$ cat src/rtl/y_row_line_buffer.sv
// y_row_line_buffer: captures two Y-memory lines for a row and streams the selected 16-bit entries over valid/ready.
module y_row_line_buffer (
  input  logic         clock,
  input  logic         reset,
  input  logic         lb_enable,
  input  logic         lb_start,
  input  logic [3:0]   lb_offset,
  input  logic [5:0]   lb_count,
  input  logic [255:0] lb_memData,
  input  logic         lb_outReady,
  output logic [15:0]  lb_outData,
  output logic         lb_outValid,
  output logic         lb_busy,
  output logic         lb_done,
  output logic         lb_overrun
);
  typedef enum logic [2:0] {IDLE, CAP1, CAP2, EMIT, DONE} state_t;
  state_t state, state_n;
  logic [511:0] buffer;
  logic [4:0] index;
  logic [5:0] remaining, room, eff_count;
  logic xfer;
  // clamping the count to the entries left in the buffer keeps index within 0..31
  assign room = 6'd32 - {2'b00, lb_offset};
  assign eff_count = lb_count < room ? lb_count : room;
  assign lb_outValid = lb_enable && state == EMIT;
  assign lb_done = lb_enable && state == DONE;
  assign lb_busy = state != IDLE;
  assign xfer = lb_outValid && lb_outReady;
  assign lb_outData = buffer[{index, 4'b0000} +: 16];
  always_comb begin
    state_n = state;
    case (state)
      IDLE: state_n = lb_start ? CAP1 : IDLE;
      CAP1: state_n = CAP2;
      CAP2: state_n = remaining == 6'd0 ? DONE : EMIT;
      EMIT: state_n = (xfer && remaining == 6'd1) ? DONE : EMIT;
      default: state_n = IDLE;
    endcase
  end
  always_ff @(posedge clock) begin
    if (!reset) begin
      state <= IDLE;
      buffer <= '0;
      index <= '0;
      remaining <= '0;
      lb_overrun <= 1'b0;
    end else if (lb_enable) begin
      state <= state_n;
      if (state == IDLE && lb_start) begin
        index <= {1'b0, lb_offset};
        remaining <= eff_count;
      end
      if (state == CAP1) buffer[255:0] <= lb_memData;
      if (state == CAP2) buffer[511:256] <= lb_memData;
      if (xfer) begin
        index <= index + 5'd1;
        remaining <= remaining - 6'd1;
      end
      if (lb_start && state != IDLE) lb_overrun <= 1'b1;
    end
  end
endmodule

$ cat config.mk
export PLATFORM = sky130hd
export DESIGN_NAME = y_row_line_buffer
export DESIGN_NICKNAME = d
export VERILOG_FILES = /design/src/rtl/y_row_line_buffer.sv
export SDC_FILE = /design/constraint.sdc
export NUM_CORES = 1
export LEC_CHECK = 0
export CAP_MARGIN = 20
export CORE_MARGIN = 4
export CORE_UTILIZATION = 55
export CTS_CLUSTER_SIZE = 12
export DETAILED_ROUTE_END_ITERATION = 10
export PLACE_DENSITY_LB_ADDON = 0.05
export SYNTH_ARGS = -nofsm -noshare
export SYNTH_HDL_FRONTEND = slang
export SYNTH_SLANG_ARGS = --single-unit
$ cat constraint.sdc
create_clock -name clock -period 7 [get_ports clock]
set_input_delay 1.4 -clock clock [delete_from_list [all_inputs] [get_ports clock]]
set_output_delay 1.4 -clock clock [all_outputs]
set_load 0.005 [all_outputs]
# Word level (Yosys, flattened, before mapping)
# Index checks and enable logic that the tools add are counted.
[word_totals]
regBits = 527
latch_bits = 0
ram_bits = 0
romBits = 0
in_bits = 271
out_inout_bits = 20
wordCells = 39
mem_count = 0
[op_classes]
addsub = 3
n_mul = 0
n_div = 0
order_cmp = 1
eq_ne = 5
n_shift = 1
mux = 9
bitwise = 0
reduce_logical = 14
[op_table]
columns = ["op", "n"]
rows = [
  ["512-bit by 10-bit variable part select with 16-bit output", 1],
  ["6-bit 2-to-1 mux", 3],
  ["3-bit case mux with 4 select lines", 1],
  ["5-bit 2-to-1 mux", 2],
  ["2-bit AND reduction", 4],
  ["3-bit by 2-bit == test with 1-bit output (second input constant)", 2],
  ["6-bit by 1-bit == test with 1-bit output (second input constant)", 1],
  ["1-bit logical AND", 6],
  ["6-bit zero test", 1],
  ["6-bit < comparator", 1],
  ["3-bit 2-to-1 mux", 2],
  ["6-bit by 1-bit subtractor with 6-bit output (second input constant)", 1],
  ["6-bit by 4-bit subtractor with 6-bit output (first input constant)", 1],
  ["5-bit by 1-bit adder with 5-bit output (second input constant)", 1],
  ["3-bit by 1-bit == test with 1-bit output (second input constant)", 1],
  ["3-bit == test (second input constant)", 1],
  ["3-bit zero test", 1],
  ["3-bit nonzero test", 1],
  ["2-bit nonzero test", 1],
  ["1-bit 2-to-1 mux", 1],
]

# Logic depth before layout (Yosys ltp)
# Gate-level depths: netlist of run 1.
[depth]
word_depth = 6
ltp_mapped = 9
mapped_depth_nobuf = 8

# Worst setup path after synthesis of run 1
# No wires, ideal clock.
[synth_path]
path_kind = "in2reg"
startpoint = "input port lb_offset[3]"
endpoint = "register remaining[5]"
setup_ps = 122
arrival_ps = 3290
required_ps = 6878
path_slack_ps = 3588
path_stages = 7
n_path_buf = 1
cell_sequence = "or4_1 > ha_1 > nand4_1 > o221a_2 > clkbuf_1 > and2_0 > o311a_1"
[synth_between]
elab_chain_cells = 5
[synth_lines]
columns = ["item", "line_no", "text"]
rows = [
  ["from (decl)", "7", "input logic [3:0] lb_offset,"],
  ["6-bit by 4-bit subtractor with 6-bit output *", "24", "assign room = 6'd32 - {2'b00, lb_offset};"],
  ["6-bit < comparator", "25", "assign eff_count = lb_count < room ? lb_count : room;"],
  ["6-bit 2-to-1 mux *", "25", ""],
  ["6-bit 2-to-1 mux *", "50", "if (state == IDLE && lb_start) begin"],
  ["6-bit 2-to-1 mux *", "56", "if (xfer) begin"],
  ["to (signal assigned)", "52", "remaining <= eff_count;"],
  ["to (signal assigned)", "58", "remaining <= remaining - 6'd1;"],
  ["to (decl)", "21", "logic [5:0] remaining, room, eff_count;"],
]
# Mark *: on every way between the ends. The rest lies on a longest branch, timed or not. The select of a mux whose other input is x is not followed.
# A chain may end at the register's enable or synchronous reset.

# Worst setup path after layout of run 1
[layout_path]
startpoint = "register index[0]"
endpoint = "output port lb_outData[4]"
[layout_between]
elab_chain_cells = 1
[layout_lines]
columns = ["item", "line_no", "text"]
rows = [
  ["from (decl)", "20", "logic [4:0] index;"],
  ["from (signal assigned)", "51", "index <= {1'b0, lb_offset};"],
  ["from (signal assigned)", "57", "index <= index + 5'd1;"],
  ["512-bit by 10-bit variable part select with 16-bit output", "30", "assign lb_outData = buffer[{index, 4'b0000} +: 16];"],
  ["to (decl)", "11", "output logic [15:0] lb_outData,"],
]
# Every way passes these cells.

==> run metrics, run 1 <==
Num CTS Buffers 54; initial antenna violation count 2; leak pwr 0.00879 uW; first drt pass iteration count 8; number of fill cells 3,417; total length of routed wires 75.1 mm; EDFF count, synth 0; top-count cell post-synth nand2_1; status complete, no violations; routed vias/inst 5.88; layout net count 3,207; Remaining DRCs 0; Vias 20,542; Final Setup Violations 0; fin crit share 73.8%; Final GP Congestion 0.858; Least-Margin Pin Slew 1.16 ns; Area contributors post-synth dfxtp_1 (46%), nand2_1 (17%), a21oi_1 (12%); final worst slack 1.84 ns; ys async rst share 0%; fin crit period 5.16 ns; Netlist Area Pre-Place 0.0227 sq mm; setup bufs post-CTS 0; # hold bufs at CTS 0; critical path startpoint category flip-flop; Starting Density 55.7%; Post-Syn Nets 3,069; number of global-route vias before repair 19,595; buffers added on ports 290; clk buf depth 3; max cap viols 0; pin count of the biggest net entering global routing 215; H-Tree Depth 2; GRT Util Overall 32.3%; RSZ-0062 raised after global routing no; WS Path Type flip-flop to primary output; Synth area leader dfxtp_1; FF+latch count, synth 527; die width 211 um; Iter 0 DRT Violations 2,167; maximum VDD drop 0.177 mV; top-area cell type share of the netlist area 46.4%; WP data required 5.60 ns; HPWL reported at the end of detailed placement 50.6 mm; Clk Latency, worst-skew pair 0.60 ns; post-CTS sizing 0; fin. max-slew vios 0; CTS tree built; kind of end point of the critical path primary output; HP Class flip-flop to flip-flop; pwr dens 259 mW/mm^2; clk_skew 0.0137 ns; setup_tns 0 ns; Sink Count 527; Layout area overhead 19.6%; Wirelength per Cell 21.5 um; Mean Syn Cell Area 8.16 sq um; Die H 211 um; Final Util 66.6%; top cells by count, synth nand2_1 (1,035), a21oi_1 (555), dfxtp_1 (527); Clock transition at path regs 0.06 ns; ys flop type dfxtp_1; first-pass GRT wire length 113 mm; row cnt 74; Clock Tree Root clkbuf_16; final hold violations 0; pre-CTS setup slack 2.42 ns; Fmax 194 MHz; Gate Count Post-Synth 2,788; Netlist cell types 52; relative slew slack 22.4%; Core ar. 0.0408 sq mm; GRT overflow 0; I/O pin cnt 291; Yosys Warn Count 0; CP max FO 43; critical path arrival 3.76 ns; Die Area 0.0447 sq mm; sequential area share after synthesis 46.4%; Final ANT Viol Nets 0; layout cell share with drive strength beyond 1 5.98%
worst paths after layout:
check | start | endpoint | slack, ns | cells after the start
max reg2reg | state[0] | buffer[216] | 4.34 | 5
max | index[0] | lb_outData[4] | 1.84 | 6
min | buffer[209] | buffer[209] | 0.45 | 2
min reg2reg | buffer[209] | buffer[209] | 0.45 | 2
power breakdown:
| part | total, uW | switching (uW) | internal [uW] | leakage, uW |
|---|---|---|---|---|
| Combinational | 982 | 571 | 411 | 0.00369 |
| Clock | 2820 | 1190 | 1630 | 0.000832 |
| Sequential | 3240 | 103 | 3140 | 0.00427 |
| Total | 7050 | 1870 | 5180 | 0.00879 |
critical path, cell delays in order, from the launching register on:
cell and delay [ns]:
dfxtp_4 0.70, buf_4 0.73, mux4_2 0.59, nor2b_1 0.14, a21oi_1 0.19, nand4_1 0.23, clkdlybuf4s50_1 0.52
layout by cell type, fill, tap and decap left out, types with 3 or more instances in the layout:
master           netlist  routed
a21oi_1              555     555
a22oi_1               64      64
a31oi_1                3       3
and3_1                 4       4
buf_12                 0       8
buf_4                 22      14
clkbuf_1              89      17
clkbuf_16              0      55
clkbuf_8               0      15
clkdlybuf4s50_1        0     290
dfxtp_1              527     525
ha_1                  10      10
inv_1                 12      11
mux2i_1              129     129
mux4_2                64      64
nand2_1             1035    1034
nand3_1               41      41
nand4_1               21      21
nor2_1                10       8
nor2b_1               36      34
nor3_1                 3       3
o21ai_0                3       3
per-stage QoR:
| stage | cells | total power (uW) | cell area, sq um | hold slack, ns |
|---|---|---|---|---|
| final | 3495 | 7050 | 27200 | 0.451 |
| after global routing | 3494 | 7270 | 27200 | 0.467 |
| after CTS | 3494 | 7050 | 27200 | 0.453 |
| after detailed placement | 3402 | 4270 | 25500 | 0.445 |
| after global placement | 3401 | 4260 | 25500 | 0.439 |
| after floorplan | 2788 | 3830 | 22700 | 0.433 |
registers in the layout, summed over array words and instances, names as in the netlist:
| register | flops |
|---|---|
| buffer | 512 |
| lb_overrun | 1 |
| index | 5 |
| remaining | 6 |
| state | 3 |
cell families (layout without fill, tap and decap cells):
group                    Yosys count  in the layout  synth area share, %
buffers and inverters            243            417                 5.16
AND/OR/NAND/NOR                 1166           1166                 20.5
adder cells (fa/ha/maj)           10             10                0.550
flip-flops                       527            527                 46.4
AO/OA/AOI/OAI                    645            645                 15.2
multiplexers                     195            195                 12.1
other                              0              1                    0
XOR/XNOR                           2              2               0.0770
layer usage:
metal | wire [um] | GRT usage, % | up-vias
met1 | 29900 | 42.2 | 9863
li1 | - | - | 9693
met3 | 5930 | 5.26 | 136
met4 | 3120 | 13.0 | 4
met2 | 36100 | 54.1 | 846
met5 | 25 | 0 | -
final cells by class:
class / count / area (sq um) / area share [%]
Timing Repair Buffer: 313 / 3180 / 11.7
Sequential cell: 527 / 10600 / 38.8
Multi-Input combinational cell: 2018 / 11000 / 40.6
Clock buffer: 87 / 1650 / 6.05
Tap cell: 532 / 666 / 2.45
Clock inverter: 5 / 56.3 / 0.207
Antenna cell: 1 / 2.50 / 0.00920
Inverter: 12 / 52.6 / 0.193
(Power assumes the default switching activity.)
==> run 2, diff against run 1 <==
clock period = 4.8 ns   (was 7 ns; I/O delays follow)
==> run 2 against run 1 <==
Compared with the run above: non-clock buffer count rose by 25; highest routed layer unchanged; clock power rose by 46%; largest power group unchanged; sequential share of layout area fell by 0.46 points; core utilization rose by 0.81 points; register-to-register slack got worse by 1.9 ns; hold slack improved by 0.0017 ns; clock-buffer cell count rose by 6; flip-flop and latch count did not move; critical endpoint is now lb_outData[8]; die area did not move; final cell count rose by 0.80%; combinational power rose by 52%.
==> run metrics, run 2 (synthesis gave the netlist of run 1 again) <==
Least-Margin Pin Slew 1.10 ns (-0.0605 ns); Num CTS Buffers 54 (unchanged); Starting Density 55.7% (unchanged); H-Tree Depth 2 (unchanged); pwr dens 374 mW/mm^2 (+44%); post-CTS sizing 0 (unchanged); max FFs per register 512 (unchanged); max cap viols 0 (unchanged); number of global-route vias before repair 19,908 (+1.6%); fin crit share 95.4%; die width 211 um (unchanged); buffers added on ports 290 (unchanged); CTS tree built; maximum VDD drop 0.269 mV (+52%); max incr delay on CP 0.61 ns (-0.12 ns); Top delay family on crit path buffers and inverters; Wirelength per Cell 21.4 um (-0.31%); pin count of the biggest net entering global routing 158 (-27%); layout net count 3,232 (+0.78%); Final ANT Viol Nets 0 (unchanged); crit path cell chain buf_12 > buf_4 > mux4_2 > a21oi_1 > nand4_1 > clkdlybuf4s50_1; Critical-path top delay cell clkdlybuf4s50_1; hold path cells 2 (unchanged); total length of routed wires 75.5 mm (+0.49%); fin crit period 4.58 ns; Power, Total 10,300 uW (+46%); I/O pin cnt 291 (unchanged); kind of end point of the critical path primary output; fin. max-slew vios 0 (unchanged); Placed Area 0.0258 sq mm (+1.2%); first drt pass iteration count 5 (-3); leak pwr 0.00896 uW (+1.9%); critical path arrival 3.62 ns (-0.14 ns); Clock Tree Root clkbuf_16; Largest Register buffer; Vias 20,718 (+0.86%); Final GP Congestion 0.906 (+5.6%); Sink Count 527 (unchanged); Remaining DRCs 0 (unchanged); setup bufs post-CTS 0 (unchanged); worst hold slack 0.452 ns (+0.00170 ns); clk buf depth 3 (unchanged); Die H 211 um (unchanged); largest registers buffer x512, remaining x6, index x5; row cnt 74 (unchanged); Clock transition at path regs 0.06 ns (about the same); r2r worst-path depth 5 (unchanged); relative slew slack 25.9% (+3.5 points); routed vias/inst 5.88 (about the same); Iter 0 DRT Violations 2,155 (-0.55%); Layout area overhead 21.1%; critical path startpoint category flip-flop; status complete, no violations; WP data required 3.84 ns (-1.76 ns); buffer and inverter count on the worst path 3 (+1); clk_skew 0.0106 ns (-0.00313 ns); RSZ-0062 raised after global routing no; WS Path Type flip-flop to primary output; Final Setup Violations 0 (unchanged); Clk Latency, worst-skew pair 0.60 ns (about the same); Final Util 67.4% (+0.81 points); # hold bufs at CTS 0 (unchanged); CP max FO 37 (-14%); GRT overflow 0 (unchanged); setup_tns 0 ns (unchanged); initial antenna violation count 1 (-1); HPWL reported at the end of detailed placement 52.5 mm (+3.7%); final hold violations 0 (unchanged); Finished Cell Area 0.0275 sq mm (+1.2%); most frequent cells in the layout nand2_1 (1,034), a21oi_1 (555), dfxtp_1 (525); HP Class flip-flop to flip-flop; first-pass GRT wire length 114 mm (+1.1%); # diodes 0 (-1); Fmax 218 MHz; GRT Util Overall 32.4% (+0.080 points); Die Area 0.0447 sq mm (unchanged); Core ar. 0.0408 sq mm (unchanged); leading cell type in the layout, fill and taps excluded nand2_1; layout cell share with drive strength beyond 1 6.69% (+0.71 points); Levels on crit path 6 (unchanged)
==> run 2: cell types whose count changed in the layout (fill, tap and decap cells not counted), sizes merged <==
cell	previous run	this run
clkbuf	87	93
bufinv	1	0
diode	1	0
buf	23	48
inv	13	12
==> run 2: power by group <==
part	internal, uW	switching [uW]
Sequential	4580	127
Clock	2380	1720
Combinational	629	859
==> run 2: final timing paths <==
kind	from	endpoint	slack [ns]
max	index[1]	lb_outData[8]	0.22
min	buffer[446]	buffer[446]	0.45
max reg2reg	state[2]	buffer[253]	2.47
min reg2reg	buffer[446]	buffer[446]	0.45
==> run 2: area by class of cell <==
cell class | count | area, sq um
sequential | 527 | 10600
multi-input combinational | 2018 | 11000
timing repair buffer | 338 | 3500
inverter | 12 | 52.6
fill | 3398 | 13300
clock inverter | 3 | 17.5
clock buffer | 93 | 1700
tap | 532 | 666
==> run 2: worst register-to-register path, stage by stage, from the launching register on <==
cell	delay (ns)
dfxtp_1	0.45
and2b_1	0.29
nand2_4	0.70
buf_4	0.54
nand2_1	0.12
a21oi_1	0.16
==> run 2: layer usage <==
metal	vias to the layer above	share of wire, %	GRT usage [%]
met5	-	0.0080	0
met1	10054	41	43.2
met2	788	47	53.4
met4	2	4.2	12.7
met3	140	7.3	5.25
li1	9734	-	-
==> run 2: metrics by stage <==
step	cells	worst slack [ns]
2_1_floorplan	2788	1.83
3_3_place_gp	3427	0.931
3_5_place_dp	3427	0.930
4_1_cts	3523	0.295
5_1_grt	3523	0.162
6_report	3523	0.222
